File: src/rtl/fwd_pkg.sv
// Shared definitions for the operand forwarding unit.
//   fwd_state_e : interlock FSM states
//   FWD_SEL_RF  : operand tag meaning "taken from the register file"
//   FWD_EXMEM / FWD_MEMWB / FWD_WB : stage indices on the fwd_* buses
package fwd_pkg;

    typedef enum logic {
        RUN   = 1'b0,
        STALL = 1'b1
    } fwd_state_e;

    localparam int FWD_SEL_RF = 0;

    localparam int FWD_EXMEM = 0;
    localparam int FWD_MEMWB = 1;
    localparam int FWD_WB    = 2;

endpackage

File: src/rtl/fwd_match.sv
// Per-source forwarding comparator (purely combinational).
// Ports:
//   rs_addr_i, rs_data_i : source register index and its register-file data
//   fwd_valid_i, fwd_rd_addr_i, fwd_data_i, fwd_is_load_i : all downstream stages
//   operand_o  : forwarded operand (youngest matching stage, else register file)
//   tag_o      : 0 = register file, k+1 = stage k
//   load_hit_o : the winning stage still holds an unreturned load
module fwd_match #(
    parameter int XLEN    = 32,
    parameter int NUM_FWD = 3,
    parameter int RA_W    = 5,
    parameter int SEL_W   = 2
) (
    input  logic [RA_W-1:0]         rs_addr_i,
    input  logic [XLEN-1:0]         rs_data_i,
    input  logic [NUM_FWD-1:0]      fwd_valid_i,
    input  logic [NUM_FWD*RA_W-1:0] fwd_rd_addr_i,
    input  logic [NUM_FWD*XLEN-1:0] fwd_data_i,
    input  logic [NUM_FWD-1:0]      fwd_is_load_i,
    output logic [XLEN-1:0]         operand_o,
    output logic [SEL_W-1:0]        tag_o,
    output logic                    load_hit_o
);
    import fwd_pkg::*;

    // Scan oldest to youngest so the youngest match is the last one written.
    always_comb begin
        operand_o  = rs_data_i;
        tag_o      = SEL_W'(FWD_SEL_RF);
        load_hit_o = 1'b0;
        if (rs_addr_i != '0) begin
            for (int k = NUM_FWD - 1; k >= 0; k--) begin
                if (fwd_valid_i[k] && (fwd_rd_addr_i[k*RA_W +: RA_W] == rs_addr_i)) begin
                    operand_o  = fwd_data_i[k*XLEN +: XLEN];
                    tag_o      = SEL_W'(k + 1);
                    load_hit_o = fwd_is_load_i[k];
                end
            end
        end
    end

endmodule

File: src/rtl/operand_forward_unit.sv
// Operand forwarding and load-use interlock at the ID/EX boundary.
// Ports:
//   clk, reset (sync, active-low), flush
//   id_valid, id_rs_addr, id_rs_data       : instruction leaving decode
//   fwd_valid, fwd_rd_addr, fwd_data, fwd_is_load : in-flight results, index 0 youngest
//   stall      : hold PC and IF/ID (combinational from id_* / fwd_*)
//   ex_valid, ex_rs_data, ex_fwd_sel       : registered operands and source tags
//
// state | meaning
// RUN   | normal flow; a load-use hazard stalls this cycle
// STALL | extra stall cycles for LOAD_LAT > 1, counted down by cnt
module operand_forward_unit #(
    parameter int XLEN     = 32,
    parameter int NUM_SRC  = 2,
    parameter int NUM_FWD  = 3,
    parameter int RA_W     = 5,
    parameter int LOAD_LAT = 1,
    localparam int SEL_W   = $clog2(NUM_FWD + 1)
) (
    input  logic                     clk,
    input  logic                     reset,
    input  logic                     flush,
    input  logic                     id_valid,
    input  logic [NUM_SRC*RA_W-1:0]  id_rs_addr,
    input  logic [NUM_SRC*XLEN-1:0]  id_rs_data,
    input  logic [NUM_FWD-1:0]       fwd_valid,
    input  logic [NUM_FWD*RA_W-1:0]  fwd_rd_addr,
    input  logic [NUM_FWD*XLEN-1:0]  fwd_data,
    input  logic [NUM_FWD-1:0]       fwd_is_load,
    output logic                     stall,
    output logic                     ex_valid,
    output logic [NUM_SRC*XLEN-1:0]  ex_rs_data,
    output logic [NUM_SRC*SEL_W-1:0] ex_fwd_sel
);
    import fwd_pkg::*;

    localparam int CNT_W = $clog2(LOAD_LAT + 1);
    // First RUN cycle is one stall and the final STALL cycle (cnt == 0) is another.
    localparam logic [CNT_W-1:0] CNT_INIT = (LOAD_LAT > 1) ? CNT_W'(LOAD_LAT - 2) : '0;

    logic [NUM_SRC*XLEN-1:0]  src_operand;
    logic [NUM_SRC*SEL_W-1:0] src_tag;
    logic [NUM_SRC-1:0]       load_hit;

    for (genvar gi = 0; gi < NUM_SRC; gi++) begin : g_src
        fwd_match #(
            .XLEN   (XLEN),
            .NUM_FWD(NUM_FWD),
            .RA_W   (RA_W),
            .SEL_W  (SEL_W)
        ) u_match (
            .rs_addr_i    (id_rs_addr[gi*RA_W +: RA_W]),
            .rs_data_i    (id_rs_data[gi*XLEN +: XLEN]),
            .fwd_valid_i  (fwd_valid),
            .fwd_rd_addr_i(fwd_rd_addr),
            .fwd_data_i   (fwd_data),
            .fwd_is_load_i(fwd_is_load),
            .operand_o    (src_operand[gi*XLEN +: XLEN]),
            .tag_o        (src_tag[gi*SEL_W +: SEL_W]),
            .load_hit_o   (load_hit[gi])
        );
    end

    fwd_state_e               state_q, state_d;
    logic [CNT_W-1:0]         cnt_q, cnt_d;
    logic                     ex_valid_q, ex_valid_d;
    logic [NUM_SRC*XLEN-1:0]  ex_rs_data_q, ex_rs_data_d;
    logic [NUM_SRC*SEL_W-1:0] ex_fwd_sel_q, ex_fwd_sel_d;
    logic                     hazard;
    logic                     stall_raw;
    logic                     capture;

    assign hazard = id_valid && (|load_hit);

    always_comb begin
        state_d   = state_q;
        cnt_d     = cnt_q;
        stall_raw = 1'b0;
        case (state_q)
            RUN: begin
                if (hazard) begin
                    stall_raw = 1'b1;
                    if (LOAD_LAT > 1) begin
                        state_d = STALL;
                        cnt_d   = CNT_INIT;
                    end
                end
            end
            STALL: begin
                stall_raw = 1'b1;
                if (cnt_q == '0) begin
                    state_d = RUN;
                end else begin
                    cnt_d = cnt_q - CNT_W'(1);
                end
            end
            default: begin
                state_d = RUN;
                cnt_d   = '0;
            end
        endcase

        // Flush outranks both the interlock and capture.
        if (flush) begin
            state_d = RUN;
            cnt_d   = '0;
        end
    end

    assign stall   = reset && !flush && stall_raw;
    assign capture = id_valid && !stall && !flush;

    always_comb begin
        ex_valid_d   = capture;
        ex_rs_data_d = ex_rs_data_q;
        ex_fwd_sel_d = ex_fwd_sel_q;
        if (capture) begin
            ex_rs_data_d = src_operand;
            ex_fwd_sel_d = src_tag;
        end
    end

    always_ff @(posedge clk) begin
        if (!reset) begin
            state_q      <= RUN;
            cnt_q        <= '0;
            ex_valid_q   <= 1'b0;
            ex_rs_data_q <= '0;
            ex_fwd_sel_q <= '0;
        end else begin
            state_q      <= state_d;
            cnt_q        <= cnt_d;
            ex_valid_q   <= ex_valid_d;
            ex_rs_data_q <= ex_rs_data_d;
            ex_fwd_sel_q <= ex_fwd_sel_d;
        end
    end

    assign ex_valid   = ex_valid_q;
    assign ex_rs_data = ex_rs_data_q;
    assign ex_fwd_sel = ex_fwd_sel_q;

endmodule

File: config.mk
export PLATFORM = sky130hd
export DESIGN_NAME = operand_forward_unit
export DESIGN_NICKNAME = d
export VERILOG_FILES = /design/src/rtl/fwd_pkg.sv /design/src/rtl/fwd_match.sv /design/src/rtl/operand_forward_unit.sv
export SDC_FILE = /design/constraint.sdc
export NUM_CORES = 1
export LEC_CHECK = 0
export ABC_AREA = 1
export CELL_PAD_IN_SITES_DETAIL_PLACEMENT = 0
export CELL_PAD_IN_SITES_GLOBAL_PLACEMENT = 1
export CORE_MARGIN = 3
export CORE_UTILIZATION = 30
export CTS_CLUSTER_SIZE = 28
export DETAILED_ROUTE_END_ITERATION = 10
export GPL_TIMING_DRIVEN = 0
export PLACE_DENSITY_LB_ADDON = 0.1
export SETUP_SLACK_MARGIN = 0.2
export SLEW_MARGIN = 20
export SYNTH_ARGS = -nofsm -noshare
export SYNTH_HDL_FRONTEND = slang
export SYNTH_SLANG_ARGS = --single-unit
File: constraint.sdc
create_clock -name clk -period 2.75 [get_ports clk]
set_clock_uncertainty 0.15 [all_clocks]
set_input_delay 0.4125 -clock clk [delete_from_list [all_inputs] [get_ports clk]]
set_output_delay 0.4125 -clock clk [all_outputs]
set_load 0.05 [all_outputs]
Yosys cells after proc, flatten, opt, wreduce, memory -nomap -nowiden
Index checks and enable logic that the tools add are counted.
- word-level logic and storage cells: 60
- register bits after elaboration: 71
- eq/ne operators: 6
- reductions and logical operators: 18
- bitwise operators: 2
- add/sub/neg operators: 1
- mux-type cells: 28
- operators with widths (cell ; count):
    $mux W32 ; 8
    $eq A5 B5 Y1 ; 6
    $mux W2 ; 8
    $logic_and A1 B1 Y1 ; 11
    $mux W1 ; 11
    $reduce_bool A5 Y1 ; 2
    $reduce_or A2 Y1 ; 2
    $reduce_or A3 Y1 ; 1
    $logic_not A1 Y1 ; 2
    $not A1 Y1 ; 2
    $pmux W1 S2 ; 1
    $sub A1 B1 Y1 const B ; 1

Depth between registers and ports, before layout
- depth in word-level cells: 14
- depth in mapped cells: 15
- depth with buffers taken out: 14

By module
Synthesis repeated with hierarchy kept, for this count alone.
- cell total of the unflattened synthesis: 1381
- area total of the unflattened synthesis: 7068.0 µm²
- modules (own cells, without submodules) (module ; cells each ; area each (µm²) ; times used):
    fwd_match ; 464 ; 1964.4 ; 2
    operand_forward_unit ; 453 ; 3139.3 ; 1

Least setup slack after synthesis
Ideal clock, no wire load.
- kind: input to output
- start point: input port id_rs_addr[0]
- end point: output port stall
- path buffers: 2
- path slack: -378 ps
- arrival time: 2565 ps
- cell stages on the path: 13
- cells stage by stage: inv_2 > o21ai_0 > nor2_1 > nand2_1 > nor2_1 > nor2_1 > nand2_1 > nand2_1 > nand2_1 > nand2_2 > buf_6 > buf_6 > nor3_1
- word-level cells in the longest chain between the ends: 11
- elaborated cells on any way between the ends: 16
- those cells by class: eq/ne (3); mux (6); reduce/logical (7)
- RTL lines (what ; line ; source):
    from (decl) ; operand_forward_unit.sv:24 ; input logic [NUM_SRC*RA_W-1:0] id_rs_addr,
    $eq A5 B5 Y1 ; fwd_match.sv:33 ; if (fwd_valid_i[k] && (fwd_rd_addr_i[k*RA_W +: RA_W] == rs_addr_i)) begin
    $logic_and A1 B1 Y1 ; fwd_match.sv:33 ;
    $mux W1 (3 in a row) ; fwd_match.sv:33 ;
    $mux W1 * ; fwd_match.sv:31 ; if (rs_addr_i != '0) begin
    $reduce_or A2 Y1 * ; operand_forward_unit.sv:73 ; assign hazard = id_valid && (|load_hit);
    $logic_and A1 B1 Y1 * ; operand_forward_unit.sv:73 ;
    $mux W1 * ; operand_forward_unit.sv:81 ; if (hazard) begin
    $pmux W1 S2 * ; operand_forward_unit.sv:79 ; case (state_q)
    $logic_and A1 B1 Y1 * ; operand_forward_unit.sv:110 ; assign stall = reset && !flush && stall_raw;
    to (decl) ; operand_forward_unit.sv:30 ; output logic stall,
Mark *: on every way between the ends. The rest lies on a longest branch, timed or not.

Worst setup path in the final report
- start point: input port id_rs_addr[1]
- end point: output port stall
The elaborated chain is that of the path after synthesis.

==> flow_summary.ini <==
[worst_setup_path]
ff2ff_setup_slack_ns = 1.96
endpoint_kind = output pin
cp_slowest_cell = buf_6
start_kind = primary input
critPathBufInv = 5
worstPathRequired_ns = 2.19
arrival_ns = 1.97
slowest_delay_ns = 0.18
worstSetupPathType = primary input to output pin
critical_path.top_delay_family = simple AND/OR/NAND/NOR gates
crit_chain = buf_4 -> xor2_1 -> nor2_2 -> inv_2 -> nor2_4 -> nor2_1 -> nand2_1 -> nand2_2 -> nand2_2 -> nand2_4 -> buf_12 -> buf_12 -> nor3_4 -> buf_6
path_max_fanout = 10

[job]
cap_violations = 0

[sta]
fin_hold_ws_ns = 0.313
rsz0062_at_grt = true
setup_violations = 0
slew_headroom_pct = 51.1
period_share_pct = 92.0
finalHoldViolCount = 0
layout_min_cycle_time_ns = 2.53
max_freq_mhz = 395
final_max_slew_viol_count = 0
tightestPinTransition_ns = 0.733

[synth]
syn-cell-area_um2 = 6310
yosys.area.top_type = dfxtp_1
yosysWarnings = 0
synth.most_common_cell = nand2_1
synthArstFlopShare_pct = 0
synth_edf_count = 0
syn_inst = 1177
synthFlopType = dfxtp_1
synth_top_area_share_pct = 21.9
ys_top_cells_by_count = 339 x nand2_1, 225 x nor2_1, 204 x nand3_1, 69 x dfxtp_1, 68 x a21oi_1
synth.area.top_cells = dfxtp_1 22%, nand2_1 20%, nand3_1 16%
ys_seq_area_share_pct = 21.9
synth.avg_cell_area_um2 = 5.36
ys_seq_elements = 69
ys_types = 22
syn-num-nets = 1372

[cts]
clock_latency_ns = 0.34
cts_hold_repair.buffers = 0
clkSinkCount = 69
cts_tree = built
clk_pin_slew_worst_paths_ns = 0.06
clockBufferDepth = 2
cts_root_buffer = clkbuf_16
numCtsBuffers = 9
htreeDepth = 3

[run_status]
status = completed

[die]
fp-row-count = 52
initial_core_util_pct = 30.9
fp.dieW_um = 151
die_y_um = 151
io_pins = 265
core_area_um2 = 20400
die_area_um2 = 22800

[routing]
num_vias = 8542
drt_wl_total_um = 30900
via_per_inst = 4.87
ant_nets = 0
drt_iter0_drc = 572
firstDrtPassIters = 5
wl_per_cell_um = 17.6
drc = 0

[global_routing]
grtUsageTotal_pct = 26.5
grt_max_degree = 14
overflow = 0
grt_pass1_wl_um = 46200
grt_pass1_vias = 8228
antenna_found_initial = 1

[power]
p_per_area_nw_per_um2 = 386
vdd.ir_drop.worst_mv = 0.283
power_leakage_nw = 4.71

[cells_and_area]
layout-drive-gt1-share_pct = 11.7
nets = 1670
syn2layout_area_growth_pct = 56.1
final_area_um2 = 9840
nFillCells = 2279

[placed_design]
dpl_cell_area_um2 = 9300
portBuffers = 264
gp_congestion = 0.885
hpwl_um = 23700

[min_path]
hp-class = flip-flop to flip-flop
==> sequential cells by signal (all words and copies together) (netlist names) <==
name	flops
ex_rs_data	64
ex_fwd_sel	4
ex_valid	1
==> logic make-up (layout without fill, tap and decap cells) <==
kind of cell	count (synthesis)	in the layout	synth area share (%)
AND/OR/NAND/NOR	809	809	54.0
multiplexers	29	29	4.60
buffers and inverters	156	459	10.3
AO/OA/AOI/OAI	112	112	8.89
flip-flops	69	69	21.9
XOR/XNOR	2	2	0.278
other	0	3	0
==> cell usage in the layout, fill, tap and decap left out, drive strengths merged <==
cell             n
a21oi           68
buf             69
bufinv           1
clkbuf          73
clkdlybuf4s15    1
clkdlybuf4s50  235
clkinv           5
clkinvlp         1
dfxtp           69
diode            3
dlygate4sd2      2
inv             72
mux2i           29
nand2          342
nand3          204
nand3b           1
nand4            4
nor2           225
nor3             2
nor4             1
o21ai           44
or2             30
xor2             2
==> layer usage <==
metal / GRT usage [%] / part of all wire [%]
met5: 0 / 0
met2: 43.2 / 46
met1: 36.1 / 45
met4: 8.39 / 2.4
met3: 3.77 / 6.6
==> stage by stage <==
| stage | power [mW] | worst slack (ns) | util, % | std cells | setup TNS (ns) |
|---|---|---|---|---|---|
| 6_report | 3.80 | 0.220 | 48.2 | 1753 | 0 |
| 5_1_grt | 3.98 | 0.124 | 48.2 | 1751 | 0 |
| 4_1_cts | 3.80 | 0.0746 | 47.9 | 1744 | 0 |
| 3_5_place_dp | 2.55 | -1.47 | 45.5 | 1711 | -40.18 |
| 3_3_place_gp | 2.54 | -1.50 | 45.5 | 1711 | -42.05 |
| 2_1_floorplan | 1.89 | 0.260 | - | 1177 | 0 |
==> power breakdown <==
part | internal [mW] | switching [mW]
Sequential | 1.07 | 0.0393
Combinational | 0.606 | 0.850
Clock | 0.707 | 0.525
Total | 2.39 | 1.41
==> tightest hold or removal path, stage by stage (launching register included) <==
cell	delay (ns)
dfxtp_1	0.31
nand3_1	0.07
nand2_1	0.04
==> final timing paths <==
| kind | from | to | depth (start not counted) |
|---|---|---|---|
| setup / recovery | id_rs_addr[1] | stall | 14 |
| hold / removal | ex_fwd_sel[0]$_SDFFE_PN0P_ | ex_fwd_sel[0]$_SDFFE_PN0P_ | 2 |
| setup reg to reg | ex_rs_data[48]$_SDFFE_PN0P_ | ex_rs_data[48]$_SDFFE_PN0P_ | 2 |
| hold reg to reg | ex_fwd_sel[0]$_SDFFE_PN0P_ | ex_fwd_sel[0]$_SDFFE_PN0P_ | 2 |
==> cell type report <==
cell class	instances	area, µm²	share of cell area, %
Clock buffer	9	225	2.29
Antenna cell	3	7.51	0.0763
Sequential cell	69	1380	14.0
Buffer	84	409	4.16
Timing Repair Buffer	287	2720	27.6
Inverter	72	274	2.78
Tap cell	270	338	3.43
Multi-Input combinational cell	952	4410	44.8
Clock inverter	7	73.8	0.750
==> timing repair <==
action | in CTS | in global routing
gates resized for setup | 107 | 71
endpoints found under the setup margin | 70 | 47
buffers inserted | 17 | 6
endpoints found under the hold margin | 0 | 0
pin swaps | 27 | 30
Note: power is estimated with default switching activity, not from simulation.
